$ cat config.mk
export PLATFORM = sky130hd
export DESIGN_NAME = mre_accumulator
export DESIGN_NICKNAME = d
export VERILOG_FILES = /design/src/rtl/mre_accumulator.sv
export SDC_FILE = /design/constraint.sdc
export NUM_CORES = 1
export LEC_CHECK = 0
export BUFFER_PORTS_ARGS = -buffer_cell sky130_fd_sc_hd__buf_2
export CORE_ASPECT_RATIO = 0.7
export CORE_UTILIZATION = 28
export CTS_CLUSTER_DIAMETER = 80
export CTS_CLUSTER_SIZE = 20
export DETAILED_ROUTE_END_ITERATION = 10
export MAX_ROUTING_LAYER = met4
export PLACE_DENSITY_LB_ADDON = 0.1
export SLEW_MARGIN = 15
export SYNTH_ARGS = -nofsm -noshare
export SYNTH_HDL_FRONTEND = slang
export SYNTH_SLANG_ARGS = --single-unit
$ cat constraint.sdc
create_clock -name clk -period 5.5 [get_ports clk]
set_input_delay 0.825 -clock clk [delete_from_list [all_inputs] [get_ports clk]]
set_output_delay 0.825 -clock clk [all_outputs]
set_load 0.005 [all_outputs]
$ cat src/rtl/mre_accumulator.sv
// Relative-error accumulator for the approximate FIR datapath: per pair it divides
// |approx - exact| by |exact| with a bit-serial restoring divider and sums the ratios over a run.
module mre_accumulator #(
  parameter int W     = 16,
  parameter int FRAC  = 16,
  parameter int NSAMP = 1024,
  parameter int ACC_W = 48
) (
  input  logic             clk,
  input  logic             rstN,
  input  logic             start,
  input  logic             in_valid,
  output logic             in_ready,
  input  logic [W-1:0]     y_approx,
  input  logic [W-1:0]     y_exact,
  output logic             busy,
  output logic             done,
  output logic [ACC_W-1:0] acc_sum,
  output logic             acc_sat,
  output logic [15:0]      sample_cnt,
  output logic [15:0]      zero_cnt
);

  localparam int Q  = W + 1 + FRAC;
  localparam int CW = $clog2(Q + 1);
  localparam logic [15:0] NSAMP_L = 16'(NSAMP);

  typedef enum logic [2:0] {S_IDLE, S_WAIT, S_DIV, S_ACC, S_DONE} state_t;
  state_t state_reg, state_next;

  logic [W:0]     diff, num, trial, rem_sub;
  logic [W-1:0]   den, den_reg, rem_reg, rem_next;
  logic [Q-1:0]   dvd_reg, quo_reg;
  logic [CW-1:0]  iter_reg;
  logic           zero_reg, fits, div_last, run_end;
  logic [ACC_W:0] sum_ext;
  logic [15:0]    cnt_inc;

  always_comb begin
    diff     = {y_approx[W-1], y_approx} - {y_exact[W-1], y_exact};
    num      = diff[W] ? -diff : diff;
    // -32768 negates to 0x8000, which read unsigned is the required 32768
    den      = y_exact[W-1] ? -y_exact : y_exact;
    trial    = {rem_reg, dvd_reg[Q-1]};
    rem_sub  = trial - {1'b0, den_reg};
    fits     = trial >= {1'b0, den_reg};
    rem_next = fits ? rem_sub[W-1:0] : trial[W-1:0];
    div_last = iter_reg == CW'(Q - 1);
    sum_ext  = {1'b0, acc_sum} + (ACC_W + 1)'(quo_reg);
    cnt_inc  = sample_cnt + 16'd1;
    run_end  = cnt_inc == NSAMP_L;
  end

  always_comb begin
    state_next = state_reg;
    case (state_reg)
      S_IDLE, S_DONE: if (start) state_next = S_WAIT;
      S_WAIT:         if (in_valid) state_next = (den == '0) ? S_ACC : S_DIV;
      S_DIV:          if (div_last) state_next = S_ACC;
      S_ACC:          state_next = run_end ? S_DONE : S_WAIT;
      default:        state_next = S_IDLE;
    endcase
  end

  always_ff @(posedge clk or negedge rstN) begin
    if (!rstN) begin
      state_reg  <= S_IDLE;
      in_ready   <= 1'b0;
      busy       <= 1'b0;
      done       <= 1'b0;
      acc_sum    <= '0;
      acc_sat    <= 1'b0;
      sample_cnt <= '0;
      zero_cnt   <= '0;
      den_reg    <= '0;
      rem_reg    <= '0;
      dvd_reg    <= '0;
      quo_reg    <= '0;
      iter_reg   <= '0;
      zero_reg   <= 1'b0;
    end else begin
      state_reg <= state_next;
      in_ready  <= state_next == S_WAIT;
      busy      <= state_next inside {S_WAIT, S_DIV, S_ACC};
      done      <= state_next == S_DONE;
      case (state_reg)
        S_IDLE, S_DONE: begin
          if (start) begin
            acc_sum    <= '0;
            acc_sat    <= 1'b0;
            sample_cnt <= '0;
            zero_cnt   <= '0;
          end
        end
        S_WAIT: begin
          if (in_valid) begin
            den_reg  <= den;
            dvd_reg  <= {num, {FRAC{1'b0}}};
            rem_reg  <= '0;
            quo_reg  <= '0;
            iter_reg <= '0;
            zero_reg <= den == '0;
          end
        end
        S_DIV: begin
          rem_reg  <= rem_next;
          dvd_reg  <= {dvd_reg[Q-2:0], 1'b0};
          quo_reg  <= {quo_reg[Q-2:0], fits};
          iter_reg <= iter_reg + CW'(1);
        end
        S_ACC: begin
          // a zero-denominator pair leaves quo_reg at 0, so the add is harmless
          if (acc_sat || sum_ext[ACC_W]) begin
            acc_sum <= '1;
            acc_sat <= 1'b1;
          end else begin
            acc_sum <= sum_ext[ACC_W-1:0];
          end
          sample_cnt <= cnt_inc;
          zero_cnt   <= zero_cnt + 16'(zero_reg);
        end
        default: ;
      endcase
    end
  end

endmodule

### Yosys cells after proc, flatten, opt, wreduce, memory -nomap -nowiden

Cells that the tools add are included.

* $add $sub $neg: 8
* eq/ne operators: 13
* order comparisons: 1
* reductions and logical operators: 11
* multiplexer cells: 26

Operator list (count)
* case mux 33 bit (2 select lines): 2
* two-way mux 48 bit: 2
* case mux 16 bit (2 select lines): 3
* case mux 48 bit (2 select lines): 1
* two-way mux 33 bit: 2
* two-way mux 16 bit: 4
* adder 48 x 33 -> 49 bit: 1
* greater-or-equal comparator 17 x 16 -> 1 bit: 1
* two-way mux 17 bit: 1
* negator 17 bit: 1
* subtractor 16 x 16 -> 17 bit: 1
* adder 16 x 1 -> 16 bit: 1
* adder 16 x 1 -> 16 bit (second input constant): 1
* == test 16 x 11 -> 1 bit (second input constant): 1
* logical NOT 16 bit: 1
* negator 16 bit: 1
* subtractor 16 bit: 1
* == test 3 x 2 -> 1 bit (second input constant): 4
* two-way mux 3 bit: 4
* case mux 3 bit (4 select lines): 1
* case mux 6 bit (2 select lines): 1
* adder 6 x 1 -> 6 bit (second input constant): 1
* == test 3 x 1 -> 1 bit (second input constant): 2
* == test 3 bit (second input constant): 2
* 12 further kinds: 19

* word-level logic and storage cells: 73
* output and inout port bits: 84
* register bits: 192
* bits of input ports: 36

### Depth between registers and ports, before layout

* depth after elaboration: 8
* gate-level depth with buffers: 14
* gate-level depth less buffers: 13

### Worst setup path after synthesis

No wires, ideal clock.

* path type: input-to-reg
* from: in y_approx[0]
* to: reg dvd_reg[32]
* path buffers: 0
* path slack: 1889 ps
* cell stages on the path: 12
* library setup time: 76 ps
* arrival: 3535 ps
* cell sequence: inv_1 -> ha_1 -> inv_1 -> fa_1 -> a21o_2 -> a22o_4 -> o41ai_4 -> xnor2_1 -> a31o_1 -> or4_4 -> or4_1 -> o21ai_1

* cells in the longest elaborated chain, start to end: 5

Ends and longest elaborated chain
* start, declared: line 14 `input logic [W-1:0] y_approx,`
* subtractor 16 x 16 -> 17 bit *: line 40 `diff = {y_approx[W-1], y_approx} - {y_exact[W-1], y_exact};`
* negator 17 bit: line 41 `num = diff[W] ? -diff : diff;`
* two-way mux 17 bit *: line 41
* two-way mux 33 bit *: line 96 `if (in_valid) begin`
* case mux 33 bit (2 select lines) *: line 86 `case (state_reg)`
* end signal, assigned: line 98 `dvd_reg <= {num, {FRAC{1'b0}}};`
* end signal, assigned: line 107 `dvd_reg <= {dvd_reg[Q-2:0], 1'b0};`
* end, declared: line 33 `logic [Q-1:0] dvd_reg, quo_reg;`

Mark *: on every way between the ends. The rest lies on a longest branch, timed or not. The select of a mux whose other input is x is not followed.
A chain may end at the register's enable or synchronous reset.

### Worst setup path in the final report

* from: reg quo_reg[0]
* to: reg acc_sum[36]

* cells in the longest elaborated chain, start to end: 4

Ends and longest elaborated chain
* start, declared: line 33
* start signal, assigned: line 108 `quo_reg <= {quo_reg[Q-2:0], fits};`
* adder 48 x 33 -> 49 bit *: line 49 `sum_ext = {1'b0, acc_sum} + (ACC_W + 1)'(quo_reg);`
* logical OR 1 bit: line 113 `if (acc_sat || sum_ext[ACC_W]) begin`
* two-way mux 48 bit *: line 113
* case mux 48 bit (2 select lines) *: line 86
* end signal, assigned: line 117 `acc_sum <= sum_ext[ACC_W-1:0];`
* end, declared: line 18 `output logic [ACC_W-1:0] acc_sum,`

Mark *: on every way between the ends. The rest lies on a longest branch, timed or not.

==> impl_metrics.json <==
{
  "p_switching_w": 0.002346,
  "grt_antenna_before_repair": 0,
  "final_cells": 1983,
  "initial_core_util_pct": 28.50,
  "avgViaCountPerCell": 5.265,
  "power_density_nw_per_um2": 413.9,
  "first_global_vias": 9960,
  "num_rows": 62,
  "die_w_um": 246.7,
  "synth_cells": 1343,
  "power_frac_clock_pct": 23.2,
  "p_leak_nw": 6.247,
  "clkTransAtPathRegs_ps": 70,
  "netlist_area_sq_um": 11740,
  "largest_reg_flops": 48,
  "worst_pin_slew_ps": 990.7,
  "ys_seq_area_share_pct": 37.52,
  "cts_buffers": 17,
  "synth_edf_count": 0,
  "hold_viol_final": 0,
  "drv_cap": 0,
  "design_power_total_w": 0.005570,
  "portBuffers": 119,
  "synth_warnings": 0,
  "ys_ff_latch": 176,
  "r2r_slack_ps": 1350,
  "async_flop_share_pct": 100.0,
  "r2r-end": "acc_sum[36]",
  "cp-end-kind": "register",
  "drive_gt1_share_pct": 13.13,
  "ant_nets": 0,
  "cts_tree": "built",
  "final_core_utilization_pct": 32.67,
  "syn-mean-instance-area_sq_um": 8.741,
  "die_area_sq_um": 42760,
  "start_kind": "register",
  "dp_slack_ps": 1376,
  "synth_cell_types": 79,
  "crit_required_ps": 5860,
  "routabilityCongestion": 0.8801,
  "dr.pass1.iters": 8,
  "worstSetupPathType": "register to register",
  "post_cts_buffers": 0,
  "syn_to_final_growth_pct": 14.65,
  "h-tree-depth": 4,
  "violations": "design-rule violations",
  "ir_worst_vdd_mv": 0.2263,
  "p_sw_share_pct": 42.11,
  "reg2reg_from": "quo_reg[0]",
  "pwr-share-seq_pct": 32.2,
  "slew_viol_final": 0,
  "fin_crit_ps": 4155,
  "cts_root_buf": "clkbuf_16",
  "cts_num_sinks": 176,
  "finalSetupViolations": 0,
  "r2r_cells": 12,
  "drc": 16,
  "intPower_w": 0.003225,
  "worstHoldPathType": "primary input to async pin",
  "setup_ws_ps": 1346,
  "grt_pass1_wl_um": 57760,
  "grt_max_degree": 127,
  "fin_setup_tns_ps": 0,
  "ctsLongestPathBuffers": 2,
  "hpwl_um": 25980,
  "wl_per_cell_um": 18.03,
  "fin_crit_sh_pct": 75.54,
  "layout.nets": 1537,
  "pwr-share-comb_pct": 44.6,
  "core-area_sq_um": 41190,
  "grt_setup_unrepaired": "false",
  "drt_iter0_drc": 679,
  "dp_cells": 1951,
  "max-slew-margin-rel_pct": 33.72,
  "syn-num-nets": 1454,
  "grt_usage_pct": 17.57,
  "die_y_um": 173.3,
  "synth_flop_cell": "dfrtp_1",
  "final_common_cell": "dfrtp_1",
  "arrival_ps": 4510,
  "status": "finished, violations left",
  "vias": 10440,
  "skew_ps": 12.56,
  "grt-ovfl-total": 0,
  "cts_hold_buf": 0,
  "nFillCells": 4310,
  "critical_path.max_fanout": 10,
  "routed_wl_um": 35750,
  "layout_common_cells": "176 x dfrtp_1, 137 x nand2_1, 135 x o21ai_0",
  "max_clock_freq_ghz": 0.2407,
  "cts_resized": 0,
  "num_io_pins": 120,
  "n_antenna_cell": 0,
  "clk_latency_ps": 450
}
[per-stage QoR]
step,hold WS (ps),cell area [sq um]
6_report,331.1,13460
5_1_grt,350.5,13460
2_1_floorplan,443.4,11740
4_1_cts,329.6,13460
3_3_place_gp,467.9,12850
3_5_place_dp,472.4,12850
[kinds of logic (layout without fill, tap and decap cells)]
logic type                 count (synthesis)  in the layout  share of synthesized area (%)
DFF                                      176            176                          37.52
and+or+nand+nor                          409            409                          16.63
xor gates and xnor gates                  82             82                          6.235
buffers and inverters                    127            223                          4.498
AOI/OAI and AO/OA                        461            461                          25.79
muxes                                     13             13                          1.140
adders and majority gates                 75             75                          8.186
[layer usage]
| metal | track usage [%] | vias to the layer above | wire length [um] |
|---|---|---|---|
| li1 | - | 5120 | - |
| met1 | 27.19 | 5106 | 19490 |
| met2 | 23.23 | 190 | 14180 |
| met3 | 3.344 | 25 | 1761 |
| met4 | 3.266 | 0 | 314 |
| met5 | - | - | 0 |
[worst max-delay path by stage]
stage                           start          end  slack (ps)
after floorplan           y_approx[0]  dvd_reg[32]        1890
after global placement     quo_reg[0]  acc_sum[17]        1550
after detailed placement   quo_reg[0]  acc_sum[15]        1380
after CTS                  quo_reg[0]  acc_sum[14]        1350
after global routing       acc_sum[0]  acc_sum[37]        1060
final                      quo_reg[0]  acc_sum[36]        1350
[layout make-up]
cell class	count	area [sq um]	share of cell area [%]
clock inverter	13	162.7	1.209
sequential	176	4404	32.73
tap	544	680.7	5.058
multi-input combinational	1040	6847	50.87
clock buffer	19	442.9	3.291
timing repair buffer	128	684.4	5.086
inverter	63	236.5	1.757
[critical path, cell delays in order (launching register included)]
cell and delay [ps]:
dfrtp_1 370, ha_1 220, inv_1 70, fa_1 390, nand2b_1 190, a21oi_1 250
o211ai_1 160, a31o_2 330, a211oi_1 350, o21ai_1 280, o21bai_1 750, nand2_1 500
o211ai_1 210
[synthesized netlist by cell type, types with 16 or more instances]
master | instances | area [sq um]
ha_1 | 72 | 900.9
nand4_1 | 27 | 168.9
o31ai_1 | 18 | 135.1
a31oi_1 | 36 | 225.2
o21ai_0 | 135 | 675.7
nand2_1 | 138 | 518.0
a22oi_1 | 16 | 120.1
a22o_1 | 37 | 324.1
nor3_1 | 21 | 105.1
xor2_1 | 30 | 262.8
dfrtp_1 | 176 | 4404
xnor2_1 | 51 | 446.7
a21o_1 | 26 | 195.2
nand3_1 | 63 | 315.3
a21oi_1 | 87 | 435.4
inv_1 | 63 | 236.5
nor2_1 | 80 | 300.3
clkbuf_1 | 54 | 202.7
[power by group through the flow]
stage,clock network [W],logic [W],registers (W)
global route,0.00139,0.00284,0.00184
CTS,0.00134,0.00252,0.00180
global placement,0,0.00252,0.00181
detailed placement,0,0.00251,0.00182
finish,0.00129,0.00248,0.00180
floorplan,0,0.00179,0.00176
(Power assumes the default switching activity.)
